**src/rtl/rr_xbar_router.sv**
```systemverilog
// ----------------------------------------------------------------------------
// rr_xbar_router
//   NUM_PORTS input FIFOs share one transfer channel into NUM_PORTS output
//   registers. A round-robin arbiter moves at most one word per cycle; the
//   word's top DEST_W bits select the output register it lands in. All
//   handshakes are valid/ready, so an all-zero word is ordinary payload.
//
// Ports
//   clk_i        clock, all logic on posedge
//   reset_i      synchronous, active-high
//   in_data_i    NUM_PORTS*DATA_W, port i = [i*DATA_W +: DATA_W]
//   in_valid_i   word present on input i
//   in_ready_o   FIFO i can accept (not full)
//   out_data_o   NUM_PORTS*DATA_W output registers
//   out_valid_o  output register j holds a word
//   out_ready_i  sink j consumes a word this cycle
//   fifo_full_o  FIFO i full (status)
//   grant_id_o   input granted in the most recent transfer
// ----------------------------------------------------------------------------

// Per-input FIFO. Pointers carry one extra wrap bit so full and empty are
// distinguished without a separate counter.
module rr_xbar_fifo #(
    parameter int DATA_W = 10,
    parameter int DEPTH  = 4
) (
    input  logic              clk_i,
    input  logic              reset_i,
    input  logic              push_i,
    input  logic              pop_i,
    input  logic [DATA_W-1:0] data_i,
    output logic [DATA_W-1:0] head_o,
    output logic              full_o,
    output logic              empty_o
);
    localparam int AW = $clog2(DEPTH);

    logic [AW:0]                   wr_q, wr_d, rd_q, rd_d;
    logic [DEPTH-1:0][DATA_W-1:0]  mem_q;
    logic                          do_push, do_pop;

    assign full_o  = (wr_q[AW] != rd_q[AW]) && (wr_q[AW-1:0] == rd_q[AW-1:0]);
    assign empty_o = (wr_q == rd_q);
    assign head_o  = mem_q[rd_q[AW-1:0]];

    // Full refuses a push even when a pop happens in the same cycle.
    assign do_push = push_i && !full_o;
    assign do_pop  = pop_i && !empty_o;

    always_comb begin
        wr_d = wr_q;
        rd_d = rd_q;
        if (do_push) wr_d = wr_q + (AW+1)'(1);
        if (do_pop)  rd_d = rd_q + (AW+1)'(1);
    end

    always_ff @(posedge clk_i) begin
        if (reset_i) begin
            wr_q <= '0;
            rd_q <= '0;
        end else begin
            wr_q <= wr_d;
            rd_q <= rd_d;
        end
    end

    // Storage needs no reset: empty pointers hide stale contents.
    always_ff @(posedge clk_i) begin
        if (do_push) mem_q[wr_q[AW-1:0]] <= data_i;
    end
endmodule

module rr_xbar_router #(
    parameter int DATA_W     = 10,
    parameter int NUM_PORTS  = 4,
    parameter int FIFO_DEPTH = 4
) (
    input  logic                          clk_i,
    input  logic                          reset_i,
    input  logic [NUM_PORTS*DATA_W-1:0]   in_data_i,
    input  logic [NUM_PORTS-1:0]          in_valid_i,
    output logic [NUM_PORTS-1:0]          in_ready_o,
    output logic [NUM_PORTS*DATA_W-1:0]   out_data_o,
    output logic [NUM_PORTS-1:0]          out_valid_o,
    input  logic [NUM_PORTS-1:0]          out_ready_i,
    output logic [NUM_PORTS-1:0]          fifo_full_o,
    output logic [$clog2(NUM_PORTS)-1:0]  grant_id_o
);
    localparam int DEST_W = $clog2(NUM_PORTS);

    typedef struct packed {
        logic              vld;
        logic [DEST_W-1:0] idx;   // winning input
        logic [DEST_W-1:0] dst;   // output slot it targets
        logic [DATA_W-1:0] word;
    } gnt_t;

    logic [NUM_PORTS-1:0][DATA_W-1:0] in_words, head;
    logic [NUM_PORTS-1:0]             full, empty, push, pop, elig, slot_free;
    logic [NUM_PORTS-1:0][DATA_W-1:0] out_data_q, out_data_d;
    logic [NUM_PORTS-1:0]             out_valid_q, out_valid_d;
    logic [DEST_W-1:0]                ptr_q, ptr_d, grant_q, grant_d, idx;
    gnt_t                             gnt;

    assign in_words = in_data_i;
    assign push     = in_valid_i & ~full;

    for (genvar i = 0; i < NUM_PORTS; i++) begin : g_port
        rr_xbar_fifo #(.DATA_W(DATA_W), .DEPTH(FIFO_DEPTH)) u_fifo (
            .clk_i   (clk_i),
            .reset_i (reset_i),
            .push_i  (push[i]),
            .pop_i   (pop[i]),
            .data_i  (in_words[i]),
            .head_o  (head[i]),
            .full_o  (full[i]),
            .empty_o (empty[i])
        );
    end

    // A slot can take a new word if empty or being drained this cycle.
    assign slot_free = ~out_valid_q | out_ready_i;

    always_comb begin
        elig = '0;
        for (int i = 0; i < NUM_PORTS; i++)
            elig[i] = !empty[i] && slot_free[head[i][DATA_W-1 -: DEST_W]];
    end

    // Scan upward from the pointer; index arithmetic wraps at NUM_PORTS
    // because NUM_PORTS is a power of two.
    always_comb begin
        gnt = '0;
        idx = '0;
        for (int k = 0; k < NUM_PORTS; k++) begin
            idx = ptr_q + DEST_W'(k);
            if (!gnt.vld && elig[idx]) begin
                gnt.vld = 1'b1;
                gnt.idx = idx;
            end
        end
        gnt.word = head[gnt.idx];
        gnt.dst  = gnt.word[DATA_W-1 -: DEST_W];
    end

    always_comb begin
        pop = '0;
        for (int i = 0; i < NUM_PORTS; i++)
            pop[i] = gnt.vld && (gnt.idx == DEST_W'(i));
    end

    // Consumed slots clear unless reloaded by this cycle's grant.
    always_comb begin
        out_valid_d = out_valid_q & ~out_ready_i;
        out_data_d  = out_data_q;
        ptr_d       = ptr_q;
        grant_d     = grant_q;
        if (gnt.vld) begin
            out_valid_d[gnt.dst] = 1'b1;
            out_data_d[gnt.dst]  = gnt.word;
            ptr_d                = gnt.idx + DEST_W'(1);
            grant_d              = gnt.idx;
        end
    end

    always_ff @(posedge clk_i) begin
        if (reset_i) begin
            out_valid_q <= '0;
            out_data_q  <= '0;
            ptr_q       <= '0;
            grant_q     <= '0;
        end else begin
            out_valid_q <= out_valid_d;
            out_data_q  <= out_data_d;
            ptr_q       <= ptr_d;
            grant_q     <= grant_d;
        end
    end

    assign in_ready_o  = ~full;
    assign fifo_full_o = full;
    assign out_valid_o = out_valid_q;
    assign out_data_o  = out_data_q;
    assign grant_id_o  = grant_q;
endmodule

```
**config.mk**
```make
export PLATFORM = sky130hd
export DESIGN_NAME = rr_xbar_router
export DESIGN_NICKNAME = d
export VERILOG_FILES = /design/src/rtl/rr_xbar_router.sv
export SDC_FILE = /design/constraint.sdc
export NUM_CORES = 1
export LEC_CHECK = 0
export ABC_AREA = 1
export BUFFER_PORTS_ARGS = -buffer_cell sky130_fd_sc_hd__buf_4
export CORE_ASPECT_RATIO = 2
export CORE_MARGIN = 3
export CORE_UTILIZATION = 40
export CTS_BUF_LIST = sky130_fd_sc_hd__clkbuf_16
export CTS_CLUSTER_DIAMETER = 200
export DETAILED_ROUTE_END_ITERATION = 16
export HOLD_SLACK_MARGIN = 0.12
export PLACE_DENSITY = 0.59
export SLEW_MARGIN = 0
export SYNTH_ARGS = -nofsm -noshare
export SYNTH_HDL_FRONTEND = slang
export SYNTH_HIERARCHICAL = 1
export SYNTH_SLANG_ARGS = --single-unit
```
**constraint.sdc**
```tcl
create_clock -name clk_i -period 3.1 [get_ports clk_i]
set_clock_uncertainty 0.2 [all_clocks]
set_input_delay 0.775 -clock clk_i [delete_from_list [all_inputs] [get_ports clk_i]]
set_output_delay 0.775 -clock clk_i [all_outputs]
set_load 0.1 [all_outputs]
```
# == After elaboration in Yosys (flattened, before gate mapping) ==
# Cells that the tools add are included.
# word_totals
input_bits,50
regBits,232
# classes
n_lt_le_gt_ge,23
n_eq_ne,15
bitwise,7
n_reduce_logical,40
muxes,48
add_sub_neg,12
# op_table
op,n
bitwise mux 40 bit,5
binary-select mux 10 bit (select 2 bit),5
demux 10 bit (select 2 bit),5
2-to-1 mux 10 bit,10
"less-than comparator 2 x 3 -> 1 bit, second input constant",18
logical AND 1 bit,28
"adder 3 x 1 -> 3 bit, second input constant",8
binary-select mux 1 bit (select 2 bit),8
== test 3 bit,4
2-to-1 mux 3 bit,4
NOT 4 bit,3
zero test 1 bit,11
"greater-or-equal comparator 2 x 1 -> 1 bit, second input constant",5
2-to-1 mux 1 bit,9
AND 4 bit,2
== test 2 bit,4
bitwise OR 4 bit,2
"adder 2 x 1 -> 2 bit, second input constant",2
"adder 2 bit, second input constant",2
"== test 2 bit, second input constant",2
2-to-1 mux 4 bit,1
!= test 1 bit,4
demux 1 bit (select 2 bit),1
"== test 2 x 1 -> 1 bit, second input constant",1
zero test 2 bit,1

# == Longest topological paths before layout ==
# logic_depth
word_depth,25
ltp_mapped,28
depth_no_buf,25

# == By module ==
# Netlist, hierarchy kept.
# by_module_without_submodules
module,instances,cells_each,area_per_inst_um2,seq_area_each_um2
rr_xbar_fifo,4,164,1893.1,1321.3
rr_xbar_router,1,456,2916.5,960.9

# == Least setup slack after synthesis ==
# OpenSTA, ideal clock, no wires.
# synth_path
kind,register -> register
start,register g_port[1].u_fifo.rd_q[0]
end,register g_port[1].u_fifo.rd_q[2]
n_path_buf,3
path_stages_with_launch,24
synth_period_minus_slack_ns,3.328
path_slack_ns,-0.228
setup_ns,0.115
required_time_ns,2.785
t_arrival_ns,3.013
cell_sequence,dfxtp_1 clkbuf_1 o21ai_0 o22ai_1 nand3_1 nand3_1 nand2_1 nand3_2 nand2_2 o21ai_4 nand3_1 nand2_4 nand2_4 buf_6 inv_4 buf_6 ha_1 inv_1 nor2_1 nand2_1 inv_1 nand3_1 nand2_1 nor2_1
# synth_rtl
item,line,rtl
start: declaration,38,"logic [AW:0] wr_q, wr_d, rd_q, rd_d;"
start signal: assignment,63,rd_q <= rd_d;

==> flow_results.org <==
** Clock tree
- The number of clock buffers added by TritonCTS is 21.
- Source-to-sink clock delay at the later pin of the worst-skew pair :: between 0.5 and 0.6 ns
- Clock tree from TritonCTS :: done
- After clock tree synthesis, the clock-pin slew on the worst setup and hold paths is 0.07 ns.
- Clock Tree Root :: clkbuf_16
- Number of hold buffers added after CTS :: 0
- Clock sinks :: 232
- H-Tree Depth :: 1
- Clock Tree Buf Depth :: 3

** Run status
- The run finished, with violations left.
- The final reports fail on negative setup slack.

** Finish
- From synthesis to final layout, the design area changed by 34.71%.
- Net count reported at finish :: 1419
- The repair_antennas step left the layout with diodes totalling 0.
- Fraction of layout cells with a size suffix above 1 :: 33.70%
- Leaving out fill and tap cells, the most frequent cell in the layout is buf_4.
- Commonest cells after routing, fill and taps aside :: buf_4 (217), nor2_1 (195), edfxtp_1 (160), nand2_1 (148), inv_1 (125)

** Global routing
- The number of global-route vias before repair came to approximately 8000.
- Entering global routing, the biggest net connects 37 pins.
- The total overflow left after global routing is 0.
- For this run, the total global-route usage over all layers was measured as 18.76%.
- The first global-routing pass estimated ~41 mm of wire.
- The initial antenna violation count was 0.

** STA
- Total count of max-transition violations in the final report :: 0
- RSZ-0062 raised after global routing :: true
- After layout, the worst path uses 101.2% of the clock period.
- Relative slew margins :: between 60% and 70%
- Number of setup violations in the final report :: 17
- For this run, the top clock speed supported by timing is 0.3187 GHz.
- Final worst path period need :: 3.138 ns
- The number of failing hold endpoints at the final stage came to 0.
- Final worst hold slack :: 0.2421 ns
- At the pin with the least slew margin, the transition time is 0.5579 ns.
- Worst Slack Setup Final :: -0.03765 ns

** Hold path
- The startpoint identified for the worst hold timing path is out_data_o[9].
- Along the worst hold path, the cell count comes to 2.
- In this run the worst hold path is classified as register to register.
- The worst hold path terminates at out_data_o[9].

** Critical path
- Max FO, Critical Path :: 11
- STA classifies the critical path startpoint as a register.
- At the worst endpoint, the required time is about 3.3 ns.
- STA classifies the critical path endpoint as a register.
- Highest-delay cell along the critical path :: dfxtp_4
- Setup slack on the worst flop-to-flop path :: -0.04 ns
- The number of cells on the worst reg-to-reg path is 19.
- Cells traversed along the worst timing path :: buf_4, nor2_2, o22ai_4, inv_2, nand3_2, nand3_2, nand2_2, nand3_4, nand2_4, o21ai_4, buf_6, nand4_4, nand2_8, inv_6, buf_6, o211ai_1, nand2_2, nor2_1, nor2_1
- At the worst endpoint, the arrival time is 3.34 ns.
- The worst register-to-register path begins at g_port[0].u_fifo/rd_q[0].
- The worst register-to-register path ends at out_data_o[26].
- The setup path with the least slack is of type register to register.
- In this design, the stage delay of the slowest critical-path cell is 0.37 ns.

** Yosys
- The average instance in the mapped netlist occupies approximately 9.4 um^2.
- Number of register bits inferred by synthesis :: 232
- The synthesized netlist devotes less than 1% of its cell area to XOR and XNOR gates.
- edfxtp_1 takes more of the synthesized area than any other cell.
- Portion of synthesized cell area occupied by the leading cell type :: 45.81%
- Largest family of logic cells by synthesized area :: simple AND/OR/NAND/NOR gates
- Basic-gate share of the synthesized area counting and, or, nand and nor cells :: 21.22%
- Synth warnings :: 6
- Top cells by area, synth :: edfxtp_1 (46%), dfxtp_1 (14%), nor2_1 (7.7%), nand2_1 (6.3%), inv_1 (4.8%)
- After Yosys synthesis, full adders, half adders and majority gates account for 2.863% of the synthesized area.
- Share of the synthesized area in compound gates (AO/OA/AOI/OAI) :: under 10%
- Number of standard cells after synthesis :: between 1000 and 1500
- Synthesized netlist net count :: 1186
- Register area share after synthesis :: 59.55%
- Post-synthesis mux area share :: 0%
- The cell area that synthesis handed to floorplanning was roughly 0.010 mm^2.
- Number of different library cells in the post-synthesis netlist :: 31

** Floorplan
- Overall die area :: 0.02832 mm^2
- Starting density of the core :: between 40% and 50%
- Die span in x :: about 120 um
- The floorplan step set the die height to 235.0 um.
- CORE AREA :: 0.02575 mm^2
- 104 I/O pins were placed.
- The floorplan has 83 rows.

** Routing
- For this block, the via count after detailed routing is roughly 8500.
- The detail route stage leaves a number of antenna-violating nets equal to 0.
- Using the TritonRoute via totals, the vias-per-cell ratio works out to 4.991.
- Dividing the detail-routed wire length by the instance count gives 16.87 um.
- Detailed router's first-iteration violation count :: 482
- Detailed Routing Iterations Pass 1 :: 5
- After detailed routing, the number of remaining DRC violations is 0.
- Drt total wl :: 28.67 mm

** Place
- DPL Wire Length :: slightly above 20 mm
- Final weighted congestion in routability-driven placement :: 0.8616
- Port buffering added 103 buffers.

** Flow run
- Number of maximum-capacitance constraint violations :: 0
## worst max-delay path: cells and delay by family, from the launching register on
family / cells / cell delay, ns
AO/OA/AOI/OAI: 3 / 0.66
buffers and inverters: 5 / 0.60
flip-flops: 1 / 0.37
AND/OR/NAND/NOR: 11 / 1.22
## timing repair
action,CTS,global route
pin swaps,6,74
endpoints found under the setup margin,51,60
buffers inserted,3,31
gates cloned,0,9
gates resized for setup,24,181
## worst max-delay path by stage
stage                             start                  endpoint  slack, ns  cells after the start
6_report       g_port[0].u_fifo/rd_q[0]            out_data_o[26]      -0.04                     19
5_1_grt        g_port[0].u_fifo/rd_q[1]            out_data_o[34]      -0.15                     21
4_1_cts        g_port[1].u_fifo/rd_q[1]  g_port[2].u_fifo/rd_q[2]     0.0005                     22
3_5_place_dp             out_ready_i[1]            out_data_o[21]      -0.18                     19
3_3_place_gp             out_ready_i[1]            out_data_o[11]      -0.15                     17
2_1_floorplan  g_port[0].u_fifo/rd_q[0]  g_port[1].u_fifo/rd_q[2]     0.0001                     25
## state kept, by name, summed over array words and instances (netlist names)
signal,count
g_port.u_fifo/mem_q,160
out_data_o,40
g_port.u_fifo/rd_q,12
g_port.u_fifo/wr_q,12
out_valid_o,4
grant_id_o,2
ptr_q,2
## kinds of logic (layout without fill, tap and decap cells)
logic type               after synthesis  count (layout)
XOR/XNOR                               4               4
adder cells (fa/ha/maj)               24              24
buffers and inverters                180             420
AND/OR/NAND/NOR                      504             511
AO/OA/AOI/OAI                        168             168
flip-flops                           232             232
## through the flow
| step | instances | util, % | setup TNS, ns | setup slack (ns) | instance area [um^2] |
|---|---|---|---|---|---|
| 2_1_floorplan | 1112 | - | 0 | 0.0001175 | 10590 |
| 3_3_place_gp | 1620 | 47.85 | -4.124 | -0.1541 | 12320 |
| 3_5_place_dp | 1620 | 47.85 | -5.693 | -0.1801 | 12320 |
| 4_1_cts | 1660 | 50.69 | 0 | 0.0004845 | 13060 |
| 5_1_grt | 1699 | 54.86 | -5.235 | -0.1457 | 14130 |
| 6_report | 1699 | 54.86 | -0.2334 | -0.03765 | 14130 |
## cell type report
type,instances,area [um^2]
multi-input combinational,707,4242
clock inverter,16,131.4
timing repair buffer,241,1971
sequential,232,6276
fill,2359,11620
inverter,142,559.3
clock buffer,21,525.5
tap,340,425.4
## synth_stat cells (all sizes together)
master	instances
a21oi	30
clkbuf	23
clkinv	1
ha	24
nand2	194
buf	15
nand4	4
dfxtp	72
o211ai	8
nor2	215
or2	8
o21ai	90
inv	141
edfxtp	160
nand3	79
nand3b	4
xnor2	4
o22ai	40
## per-layer routing
metal	wire [um]	share of wire (%)	track usage (%)
met1	10030	35	18.65
met3	898	3.1	1.734
met2	16360	57	37.44
met4	1383	4.8	9.078
met5	0	0	0
Power is left out: the tool's default activity adds up to more than one toggle a clock period on the data nets, which glitch-free logic cannot reach.
